[config.mk]
export PLATFORM = sky130hd
export DESIGN_NAME = load_store_unit
export DESIGN_NICKNAME = d
export VERILOG_FILES = /design/src/rtl/lsu_pkg.sv /design/src/rtl/lsu_load_ext.sv /design/src/rtl/load_store_unit.sv
export SDC_FILE = /design/constraint.sdc
export NUM_CORES = 1
export LEC_CHECK = 0
export CAP_MARGIN = 15
export CORE_MARGIN = 10
export CORE_UTILIZATION = 43
export CTS_BUF_LIST = sky130_fd_sc_hd__clkbuf_2
export DETAILED_ROUTE_END_ITERATION = 10
export PLACE_DENSITY_LB_ADDON = 0.25
export SLEW_MARGIN = 20
export SYNTH_ARGS = -nofsm -noshare
export SYNTH_HDL_FRONTEND = slang
export SYNTH_SLANG_ARGS = --single-unit
export TNS_END_PERCENT = 5
[constraint.sdc]
create_clock -name clk -period 4.95 [get_ports clk]
set_input_delay 0.99 -clock clk [delete_from_list [all_inputs] [get_ports clk]]
set_output_delay 0.99 -clock clk [all_outputs]
set_load 0.005 [all_outputs]
[src/rtl/lsu_pkg.sv]
// Shared encodings for the load/store unit: RAM access modes, exception codes,
// FSM states and the request exception classifier.
package lsu_pkg;

    localparam logic [1:0] MODE_BYTE = 2'b00;
    localparam logic [1:0] MODE_HALF = 2'b01;
    localparam logic [1:0] MODE_WORD = 2'b10;
    localparam logic [1:0] MODE_BAD  = 2'b11;

    localparam logic [1:0] EXC_NONE = 2'b00;
    localparam logic [1:0] EXC_ADEL = 2'b01;
    localparam logic [1:0] EXC_ADES = 2'b10;
    localparam logic [1:0] EXC_BUS  = 2'b11;

    typedef enum logic [1:0] {
        ST_IDLE   = 2'b00,
        ST_ACCESS = 2'b01,
        ST_RESP   = 2'b10
    } lsu_state_e;

    // Bus errors (illegal size, address beyond the RAM) outrank misalignment.
    function automatic logic [1:0] classify_exc(
        input logic       we,
        input logic [1:0] size,
        input logic [1:0] addr_lo,
        input logic       addr_oor
    );
        logic misaligned;
        misaligned = ((size == MODE_HALF) && addr_lo[0]) ||
                     ((size == MODE_WORD) && (addr_lo != 2'b00));
        if ((size == MODE_BAD) || addr_oor) begin
            return EXC_BUS;
        end else if (misaligned) begin
            return we ? EXC_ADES : EXC_ADEL;
        end
        return EXC_NONE;
    endfunction

endpackage

[src/rtl/lsu_load_ext.sv]
// Sign/zero extension of the right-aligned RAM read data according to the
// load size and the unsigned flag.
module lsu_load_ext
    import lsu_pkg::*;
(
    input  logic [31:0] rdata,
    input  logic [1:0]  size,
    input  logic        unsigned_ld,
    output logic [31:0] data
);

    always_comb begin
        case (size)
            MODE_BYTE: data = unsigned_ld ? {24'd0, rdata[7:0]}
                                          : {{24{rdata[7]}}, rdata[7:0]};
            MODE_HALF: data = unsigned_ld ? {16'd0, rdata[15:0]}
                                          : {{16{rdata[15]}}, rdata[15:0]};
            default:   data = rdata;
        endcase
    end

endmodule

[src/rtl/load_store_unit.sv]
// Single-outstanding load/store unit: captures a request, checks it, performs
// one RAM access cycle and holds the response until the consumer takes it.
module load_store_unit
    import lsu_pkg::*;
#(
    parameter int ADDR_W = 12
) (
    input  logic              clk,
    input  logic              clr,
    input  logic              req_valid,
    output logic              req_ready,
    input  logic              req_we,
    input  logic [2:0]        req_op,
    input  logic [31:0]       req_addr,
    input  logic [31:0]       req_wdata,
    output logic [ADDR_W-1:0] ram_addr,
    output logic [1:0]        ram_mode,
    output logic              ram_we,
    output logic [31:0]       ram_wdata,
    input  logic [31:0]       ram_rdata,
    output logic              rsp_valid,
    input  logic              rsp_ready,
    output logic [31:0]       rsp_data,
    output logic [1:0]        rsp_exc,
    output logic [15:0]       ld_count,
    output logic [15:0]       st_count
);

    lsu_state_e        state_q, state_d;
    logic              we_q, we_d;
    logic [2:0]        op_q, op_d;
    logic [ADDR_W-1:0] addr_q, addr_d;
    logic [31:0]       wdata_q, wdata_d;
    logic [1:0]        exc_q, exc_d;
    logic [31:0]       rsp_data_q, rsp_data_d;
    logic [15:0]       ld_count_q, ld_count_d;
    logic [15:0]       st_count_q, st_count_d;

    logic        accept;
    logic        addr_oor;
    logic [1:0]  exc_chk;
    logic [31:0] load_data;

    assign accept   = (state_q == ST_IDLE) && req_valid;
    assign addr_oor = (req_addr >> ADDR_W) != 32'd0;
    assign exc_chk  = classify_exc(req_we, req_op[1:0], req_addr[1:0], addr_oor);

    lsu_load_ext u_load_ext (
        .rdata       (ram_rdata),
        .size        (op_q[1:0]),
        .unsigned_ld (op_q[2]),
        .data        (load_data)
    );

    // NOTE: state uses non-blocking assignments so every flop samples the
    // pre-edge values; an async clr reaches state_q without waiting for clk.
    always_ff @(posedge clk or posedge clr) begin
        if (clr) begin
            state_q    <= ST_IDLE;
            we_q       <= 1'b0;
            op_q       <= 3'd0;
            addr_q     <= '0;
            wdata_q    <= 32'd0;
            exc_q      <= EXC_NONE;
            rsp_data_q <= 32'd0;
            ld_count_q <= 16'd0;
            st_count_q <= 16'd0;
        end else begin
            state_q    <= state_d;
            we_q       <= we_d;
            op_q       <= op_d;
            addr_q     <= addr_d;
            wdata_q    <= wdata_d;
            exc_q      <= exc_d;
            rsp_data_q <= rsp_data_d;
            ld_count_q <= ld_count_d;
            st_count_q <= st_count_d;
        end
    end

    // NOTE: every combinational output gets a default before the case so no
    // path leaves it unassigned, which would otherwise infer a latch.
    always_comb begin
        state_d = state_q;
        case (state_q)
            ST_IDLE:   if (req_valid) state_d = (exc_chk == EXC_NONE) ? ST_ACCESS : ST_RESP;
            ST_ACCESS: state_d = ST_RESP;
            ST_RESP:   if (rsp_ready) state_d = ST_IDLE;
            default:   state_d = ST_IDLE;
        endcase
    end

    always_comb begin
        we_d       = we_q;
        op_d       = op_q;
        addr_d     = addr_q;
        wdata_d    = wdata_q;
        exc_d      = exc_q;
        rsp_data_d = rsp_data_q;
        ld_count_d = ld_count_q;
        st_count_d = st_count_q;
        if (accept) begin
            we_d       = req_we;
            op_d       = req_op;
            addr_d     = req_addr[ADDR_W-1:0];
            wdata_d    = req_wdata;
            exc_d      = exc_chk;
            rsp_data_d = 32'd0;
        end
        if (state_q == ST_ACCESS) begin
            rsp_data_d = we_q ? 32'd0 : load_data;
        end
        // Counters advance only on a clean response handshake; wrap is natural.
        if ((state_q == ST_RESP) && rsp_ready && (exc_q == EXC_NONE)) begin
            if (we_q) st_count_d = st_count_q + 16'd1;
            else      ld_count_d = ld_count_q + 16'd1;
        end
    end

    always_comb begin
        req_ready = (state_q == ST_IDLE) && !clr;
        ram_we    = (state_q == ST_ACCESS) && we_q;
        rsp_valid = (state_q == ST_RESP);
        ram_addr  = addr_q;
        ram_mode  = op_q[1:0];
        ram_wdata = wdata_q;
        rsp_data  = rsp_data_q;
        rsp_exc   = exc_q;
        ld_count  = ld_count_q;
        st_count  = st_count_q;
    end

endmodule

==> results of run 1 <==
[layer usage]
metal	up-vias	GRT usage [%]	routed length, microns
met1	1824	18.7	5210
met3	16	12.0	1730
met5	-	0	0
met2	143	31.2	7470
li1	1798	-	-
met4	0	4.95	135
[power groups by stage]
stage	combinational [mW]	clock, mW	sequential (mW)
floorplan	0.176	0	1.12
global placement	0.492	0	1.13
detailed placement	0.502	0	1.13
CTS	0.505	0.459	1.11
global route	0.536	0.505	1.13
finish	0.495	0.435	1.11
[synthesized netlist by cell type (2+ instances only)]
cell type and number:
ha_1 2, nor3_1 4, nor2_1 11, and3_1 3, clkbuf_1 16, inv_1 6
a21oi_1 3, mux2_2 50, nand3_1 8, xnor2_1 22, nor2b_1 17, a22o_1 16
xor2_1 7, and4_1 2, nor4_1 5, nand4_1 12, o21ai_0 27, nand2b_1 2
dfrtp_1 116, or4_4 2, nand2_1 36
[critical path: stages]
cell	delay, ns
clkdlybuf4s50_1	0.49
nor3_1	0.17
clkdlybuf4s50_1	0.53
[flip-flops by register name, indices dropped and copies added (netlist names)]
signal / count
ld_count: 16
we_q: 1
ram_wdata: 32
state_q: 2
st_count: 16
ram_addr: 12
rsp_data: 32
op_q: 3
rsp_exc: 2
[cell usage in the layout, fill, tap and decap left out, types with 7 or more instances in the layout]
| cell type | n |
|---|---|
| a22o_1 | 16 |
| clkbuf_2 | 24 |
| clkdlybuf4s50_1 | 218 |
| dfrtp_1 | 116 |
| mux2_2 | 50 |
| nand2_1 | 36 |
| nand3_1 | 8 |
| nand4_1 | 12 |
| nor2_1 | 11 |
| nor2b_1 | 17 |
| o21ai_0 | 27 |
| xnor2_1 | 22 |
| xor2_1 | 7 |
[worst min path at each step]
stage | from | end | slack [ns]
6_report | st_count[15] | st_count[15] | 0.48
2_1_floorplan | ld_count[15] | ld_count[15] | 0.47
3_5_place_dp | st_count[15] | st_count[15] | 0.47
4_1_cts | st_count[15] | st_count[15] | 0.49
5_1_grt | st_count[15] | st_count[15] | 0.50
3_3_place_gp | rsp_data[18] | rsp_data[18] | 0.46
[per-stage QoR]
stage	hold WS, ns	std cells	utilization, %	total power [mW]
after floorplan	0.468	383	-	1.29
after global placement	0.461	730	65.5	1.62
after detailed placement	0.470	730	65.5	1.63
after CTS	0.488	756	66.7	2.08
after global routing	0.497	756	66.7	2.17
final	0.485	756	66.7	2.04
[logic make-up after synthesis]
| family | after synthesis | synth area share (%) |
|---|---|---|
| mux | 51 | 12.0 |
| buf+inv | 22 | 1.73 |
| flops | 116 | 60.7 |
| compound gates | 50 | 6.67 |
| simple gates | 112 | 12.8 |
| fa+ha+maj | 2 | 0.523 |
| xor+xnor | 30 | 5.65 |
[layout make-up]
class	instances	area, sq um
Clock inverter	2	8.76
Clock buffer	24	120
Multi-Input combinational cell	245	1810
Inverter	6	27.5
Sequential cell	116	2900
Timing Repair Buffer	223	2220
Fill cell	878	3620
Tap cell	140	175
==> metrics, run 1 <==
outcome=finished, final reports clean; crit path capture type=primary output; ANT nets after route=0; Worst VDD drop=237 uV; P&R area growth vs syn=51.8%; synthesized area per cell=12.5 sq um; GRT Total Usage=18.6%; Tmin final=3.18 ns; worst slack at placement=1.56 ns; ys flop type=dfrtp_1; CTS tree=yes; Syn Nets=489; Area contributors post-synth=dfrtp_1 (61%), mux2_2 (12%), xnor2_1 (4.0%); Synth top area share=60.7%; root buf cell=clkbuf_2; Clock Sink Count=116; CORE AREA=10900 sq um; design area=7260 sq um; antenna violations before repair=1; CP Launch Point=clr; max_slew headroom=31.8%; die area=15800 sq um; Reg power frac=54.5%; clock insertion delay at the later pin of the skew report=0.64 ns; P_leak=3.06 nW; Die Span X=126 microns; hold crit path type=reg2reg; R2R Setup Slk=2.61 ns; Seq/Total Area, Yosys=60.7%; via/cell ratio=5.00; share of cells above drive strength 1=14.8%; Reg2Reg Depth=4; placed inst area=7130 sq um; setup tns final=0 ns; setup ws final=1.77 ns; Yosys warnings=0; maximum fanout along the worst path=2; mapped cell area=4790 sq um; hold buffer count at CTS=0; # nets final=715; via count=3781; Crit path arrival time=2.19 ns; vias in the first global route=4149; largest net degree at the start of global routing=85; Int Pwr=1.49 mW; Setup Viol. Count Final=0; Max Cap Viol=0; Crit Path Category=in2out; Comb power frac=24.2%; DP HPWL=11.3 mm; Setup Skew=0.0170 ns; FP Rows=38; Slew Limit Fails=0; CTS max path bufs=2; number of synthesized flops with an enable pin=0; Switching Share=26.8%; ys async rst share=100%; reg-to-reg endpoint=ld_count[15]; global-route wire length before repair=23.0 mm; WP data required=3.96 ns; PwrDens=281 nW/um^2; n_diodes=0; Switching Power=0.547 mW; RSZ-0062 raised after global routing=no; Hold Crit Depth=1; Critical Path Source Type=input pin; Clock power frac=21.3%; htree depth=4; Max Freq=315 MHz; Yosys reg bits=116; worst slew pin tran=1.01 ns; Initial Utilization=44.0%; Overflow after GRT=0; post-CTS resize count=0; die height=126 microns; RePlAce Congestion=0.800; total CTS buffers=17; final hold vios=0; drt first pass iters=4; DR iter-0 viols=250; final wirelength=14.5 mm; Worst-path clk slew=0.13 ns; Ports=219; crit path capture=req_ready; postcts setup bufs=0; count of cell types in the netlist=37; WL per Instance=19.2 microns; number of remaining DRC errors=0; Final Cycle Share=64.2%; reg2reg start=we_q; buffers added on ports=218; area leader, netlist=dfrtp_1; Mapped Cells=383
Note: power is estimated with default switching activity, not from simulation.
==> run 2: changes to the inputs <==
Clock period 4.95 ns to 3.1 ns, I/O delays scaled along.
==> metrics, run 2 (same netlist as run 1, synthesis figures left out) <==
Crit path max-delay family=flip-flops (was buffers and inverters); commonest non-fill, non-tap cell in the layout=clkdlybuf4s50_1 (unchanged); setup tns final=0 ns (unchanged); outcome=finished, final reports clean (unchanged); hold_ws=0.479 ns (was 0.485 ns); global-route wire length before repair=22.6 mm (was 23.0 mm); number of remaining DRC errors=0 (unchanged); Filler Cell Count=895 (was 878); P&R area growth vs syn=53.3% (was 51.8%); die height=126 microns (unchanged); FP Rows=38 (unchanged); Overflow after GRT=0 (unchanged); max_slew headroom=52.5% (was 31.8%); placed inst area=7160 sq um (was 7130 sq um); FF+latch area=2900 sq um (unchanged); total power=3.36 mW (was 2.04 mW); DR iter-0 viols=218 (was 250); antenna violations before repair=2 (was 1); crit path capture type=primary output (unchanged); htree depth=4 (unchanged); P_leak=3.08 nW (was 3.06 nW); commonest cells after routing, fill and taps aside=clkdlybuf4s50_1 (218), dfrtp_1 (116), mux2_2 (50) (unchanged); CP bufs+invs=1 (was 2); Clock Sink Count=116 (unchanged); DP HPWL=11.1 mm (was 11.3 mm); via count=3830 (was 3781); Crit Path Category=reg2out (was in2out); slowest cell delay on critical path=0.83 ns (was 0.53 ns); PwrDens=457 nW/um^2 (was 281 nW/um^2); worst path cell trace=clkdlybuf4s50_1 (was clkdlybuf4s50_1 > nor3_1 > clkdlybuf4s50_1); drt first pass iters=4 (unchanged); postcts setup bufs=0 (unchanged); ANT nets after route=0 (unchanged); Initial Utilization=44.0% (unchanged); maximum fanout along the worst path=28 (was 2); worst hold start=ld_count[15] (was st_count[15]); Critical Path Source Type=flip-flop (was input pin); WP data required=2.48 ns (was 3.96 ns); Worst VDD drop=392 uV (was 237 uV); reg-to-reg endpoint=ld_count[14] (was ld_count[15]); Reg2Reg Depth=4 (unchanged); CTS max path bufs=2 (unchanged); Tmin final=2.73 ns; worst slew pin tran=0.713 ns (was 1.01 ns); WL per Instance=18.8 microns (was 19.2 microns); Ports=219 (unchanged); vias in the first global route=4101 (was 4149); end of the worst hold path=ld_count[15] (was st_count[15]); root buf cell=clkbuf_2 (unchanged); die area=15800 sq um (unchanged); Max Cap Viol=0 (unchanged); Setup Viol. Count Final=0 (unchanged); Hold Crit Depth=1 (unchanged); clock insertion delay at the later pin of the skew report=0.65 ns (was 0.64 ns); via/cell ratio=5.01 (was 5.00); CTS tree=yes (unchanged); Worst-path clk slew=0.15 ns (was 0.13 ns); Crit path arrival time=2.11 ns (was 2.19 ns); design area=7340 sq um (was 7260 sq um); final wirelength=14.4 mm (was 14.5 mm); R2R Setup Slk=0.79 ns (was 2.61 ns); # nets final=715 (unchanged); reg2reg start=we_q (unchanged); GRT Total Usage=18.1% (was 18.6%); RePlAce Congestion=0.813 (was 0.800); hold buffer count at CTS=0 (unchanged); Max Freq=366 MHz; post-CTS resize count=0 (unchanged); CORE AREA=10900 sq um (unchanged); buffers added on ports=218 (unchanged); final hold vios=0 (unchanged); RSZ-0062 raised after global routing=no (unchanged); Setup Skew=0.0162 ns (was 0.0170 ns); slowest stage cell, crit path=dfrtp_1 (was clkdlybuf4s50_1); share of cells above drive strength 1=14.5% (was 14.8%); Slew Limit Fails=0 (unchanged); Die Span X=126 microns (unchanged); largest net degree at the start of global routing=117 (was 85); Final Cycle Share=88.1%; area of the multi-input gates=1810 sq um (unchanged); total CTS buffers=17 (unchanged); hold crit path type=reg2reg (unchanged)
==> run 2: cell count changes in the layout (fill, tap and decap cells not counted) <==
cell,before,now
clkbuf_2,24,22
diode_2,0,2
buf_4,5,3
bufinv_16,0,1
buf_12,0,2
clkinv_1,1,8
clkinvlp_4,0,1
inv_6,1,0
==> run 2: report_power, final <==
group / total, mW / leakage (nW) / internal (mW) / switching (mW)
combinational: 0.788 / 1.47 / 0.527 / 0.261
sequential: 1.77 / 1.48 / 1.66 / 0.113
clock: 0.794 / 0.122 / 0.283 / 0.511
==> run 2: routing by layer <==
layer  track usage [%]  wire length (microns)  vias to the layer above
met5                 0                      0                        -
met4              7.11                    274                        0
met3              9.04                   1390                       20
met2              31.3                   7420                      139
met1              18.2                   5270                     1859
li1                  -                      -                     1812
==> run 2: through the flow <==
| stage | util (%) | worst slack (ns) | std cells |
|---|---|---|---|
| CTS | 67.4 | 0.285 | 762 |
| floorplan | - | 0.727 | 383 |
| detailed placement | 65.7 | 0.146 | 730 |
| global route | 67.4 | 0.185 | 763 |
| global placement | 65.7 | 0.152 | 730 |
| finish | 67.4 | 0.370 | 764 |
==> run 2: layout make-up <==
type	instances	area share [%]
multi-input combinational	245	24.7
timing repair buffer	223	30.6
inverter	6	0.358
tap	140	2.39
clock buffer	22	1.50
clock inverter	10	0.887
antenna	2	0.0682
sequential	116	39.6
==> run 2: worst max path at each step <==
| stage | cells past startpoint | slack (ns) | from | endpoint |
|---|---|---|---|---|
| after floorplan | 4 | 0.73 | rsp_ready | ld_count[14] |
| after global placement | 5 | 0.15 | rsp_ready | ld_count[14] |
| after detailed placement | 5 | 0.15 | rsp_ready | ld_count[14] |
| after CTS | 1 | 0.29 | op_q[1] | ram_mode[1] |
| after global routing | 1 | 0.19 | op_q[1] | ram_mode[1] |
| final | 1 | 0.37 | op_q[1] | ram_mode[1] |
==> run 2: worst reg2reg max path, cell delays in order, from the launching register on <==
cell and delay, ns:
dfrtp_1 0.44, or4b_4 0.56, or4_4 0.53, or4_4 0.54, xnor2_2 0.14
==> run 3: changes to the inputs <==
Settings changed: CORE_UTILIZATION 43 to 42, CTS_BUF_LIST sky130_fd_sc_hd__clkbuf_2 to sky130_fd_sc_hd__clkbuf_16.
Clock period 3.1 ns to 2.53 ns, I/O delays scaled along.
==> metrics, run 3 (same netlist as run 1, synthesis figures left out) <==
CTS tree=yes (unchanged); reg-to-reg endpoint=ld_count[14] (unchanged); Switching Share=24.4% (was 26.4%); Int Pwr=3.89 mW (was 2.47 mW); WL per Instance=19.4 microns (was 18.8 microns); clock insertion delay at the later pin of the skew report=0.41 ns (was 0.65 ns); worst slew pin tran=0.634 ns (was 0.713 ns); Crit path max-delay family=simple AND/OR/NAND/NOR gates (was flip-flops); worst slack at placement=-0.262 ns (was 0.146 ns); postcts setup bufs=0 (unchanged); P_leak=3.26 nW (was 3.08 nW); Filler Cell Count=793 (was 895); # nets final=724 (was 715); P&R area growth vs syn=61.3% (was 53.3%); CTS max path bufs=2 (unchanged); FF+latch area=2900 sq um (unchanged); CORE AREA=11000 sq um (was 10900 sq um); fin util=70.3% (was 67.4%); Slew Limit Fails=0 (unchanged); Tmin final=2.37 ns; max_slew headroom=57.3% (was 52.5%); final hold vios=0 (unchanged); RSZ-0062 raised after global routing=no (unchanged); ANT nets after route=0 (unchanged); slowest stage cell, crit path=or4_4 (was dfrtp_1); buffers added on ports=218 (unchanged); Die Span X=127 microns (was 126 microns); GRT Total Usage=18.7% (was 18.1%); post-CTS resize count=0 (unchanged); R2R Setup Slk=0.28 ns (was 0.79 ns); Max Freq=422 MHz; die area=16100 sq um (was 15800 sq um); Max Cap Viol=0 (unchanged); WP data required=2.83 ns (was 2.48 ns); total CTS buffers=17 (unchanged); Crit path arrival time=2.66 ns (was 2.11 ns); vias in the first global route=4256 (was 4101); number of remaining DRC errors=0 (unchanged); Clock Sink Count=116 (unchanged); global-route wire length before repair=23.6 mm (was 22.6 mm); via count=3902 (was 3830); worst path cell trace=clkdlybuf4s50_1 > or4b_4 > or4_4 > or4_4 > xnor2_2 (was clkdlybuf4s50_1); hold crit path type=reg2reg (unchanged); drt first pass iters=6 (was 4); RePlAce Congestion=0.794 (was 0.813); Setup Skew=0.00770 ns (was 0.0162 ns); Worst VDD drop=608 uV (was 392 uV); worst hold start=rsp_data[18] (was ld_count[15]); Critical Path Source Type=input pin (was flip-flop); via/cell ratio=5.07 (was 5.01); setup ws final=0.161 ns (was 0.370 ns); Overflow after GRT=0 (unchanged); Crit Path Category=in2reg (was reg2out); share of cells above drive strength 1=15.6% (was 14.5%); Clock power frac=38.5% (was 23.7%); Worst-path clk slew=0.05 ns (was 0.15 ns); end of the worst hold path=rsp_data[18] (was ld_count[15]); total power=5.15 mW (was 3.36 mW); area of the multi-input gates=1810 sq um (unchanged); htree depth=4 (unchanged); Reg2Reg Depth=4 (unchanged); commonest non-fill, non-tap cell in the layout=clkdlybuf4s50_1 (unchanged); Reg power frac=42.3% (was 52.9%); hold buffer count at CTS=0 (unchanged); slowest cell delay on critical path=0.54 ns (was 0.83 ns); Finished Layout Cells=769 (was 764); placed insts=739 (was 730); Setup Viol. Count Final=0 (unchanged); Hold Crit Depth=2 (was 1); outcome=finished, final reports clean (unchanged); final wirelength=14.9 mm (was 14.4 mm); Switching Power=1.26 mW (was 0.885 mW); antenna violations before repair=0 (was 2); die height=127 microns (was 126 microns); maximum fanout along the worst path=2 (was 28); Comb power frac=19.2% (was 23.5%); n_diodes=0 (was 2); setup tns final=0 ns (unchanged); Initial Utilization=43.6% (was 44.0%); Ports=219 (unchanged); FP Rows=38 (unchanged); most used cell, CP=or4_4; crit path capture type=flip-flop (was primary output); reg2reg start=we_q (unchanged); CP bufs+invs=1 (unchanged); DP HPWL=11.3 mm (was 11.1 mm); Final Cycle Share=93.6%; PwrDens=668 nW/um^2 (was 457 nW/um^2); root buf cell=clkbuf_16 (was clkbuf_2); largest net degree at the start of global routing=53 (was 117); DR iter-0 viols=243 (was 218); commonest cells after routing, fill and taps aside=clkdlybuf4s50_1 (218), dfrtp_1 (116), mux2_2 (50) (unchanged)
-- run 3: power groups by stage --
stage,clock (mW),combinational [mW],sequential [mW]
3_5_place_dp,0,1.00,2.21
6_report,1.98,0.992,2.18
4_1_cts,2.03,1.01,2.18
5_1_grt,2.12,1.07,2.21
2_1_floorplan,0,0.344,2.19
3_3_place_gp,0,0.989,2.19
-- run 3: cell type report --
| type | count | area share (%) |
|---|---|---|
| clock buffers | 17 | 5.51 |
| inverters | 6 | 0.340 |
| repair buffers | 232 | 30.1 |
| flip-flops and latches | 116 | 37.6 |
| clock inverters | 13 | 0.729 |
| multi-input cells | 245 | 23.4 |
| well taps | 140 | 2.27 |
-- run 3: per-layer routing --
layer | routed length, microns | vias to the layer above | global-route usage (%)
li1 | - | 1821 | -
met1 | 5370 | 1925 | 19.3
met2 | 7620 | 142 | 30.7
met3 | 1700 | 14 | 11.8
met4 | 182 | 0 | 6.23
met5 | 0 | - | 0
-- run 3: metrics by stage --
| stage | hold WS (ns) | instance area, sq um |
|---|---|---|
| detailed placement | 0.467 | 7240 |
| global placement | 0.460 | 7240 |
| global route | 0.486 | 7720 |
| CTS | 0.478 | 7720 |
| finish | 0.471 | 7720 |
| floorplan | 0.468 | 4790 |
-- run 3: how the worst max path moves through the flow --
stage              start            to  slack (ns)  depth (start not counted)
4_1_cts        rsp_ready  ld_count[14]        0.17                          5
6_report       rsp_ready  ld_count[14]        0.16                          5
3_5_place_dp   rsp_ready  ld_count[14]       -0.26                          5
5_1_grt        rsp_ready  ld_count[14]        0.13                          5
2_1_floorplan  rsp_ready  ld_count[14]        0.27                          4
3_3_place_gp   rsp_ready  ld_count[14]       -0.25                          5
-- run 3: worst reg2reg max path: cells and delay by family, from the launching register on --
kind | cells | cell delay, ns
DFF | 1 | 0.42
xor gates and xnor gates | 1 | 0.14
and+or+nand+nor | 3 | 1.59
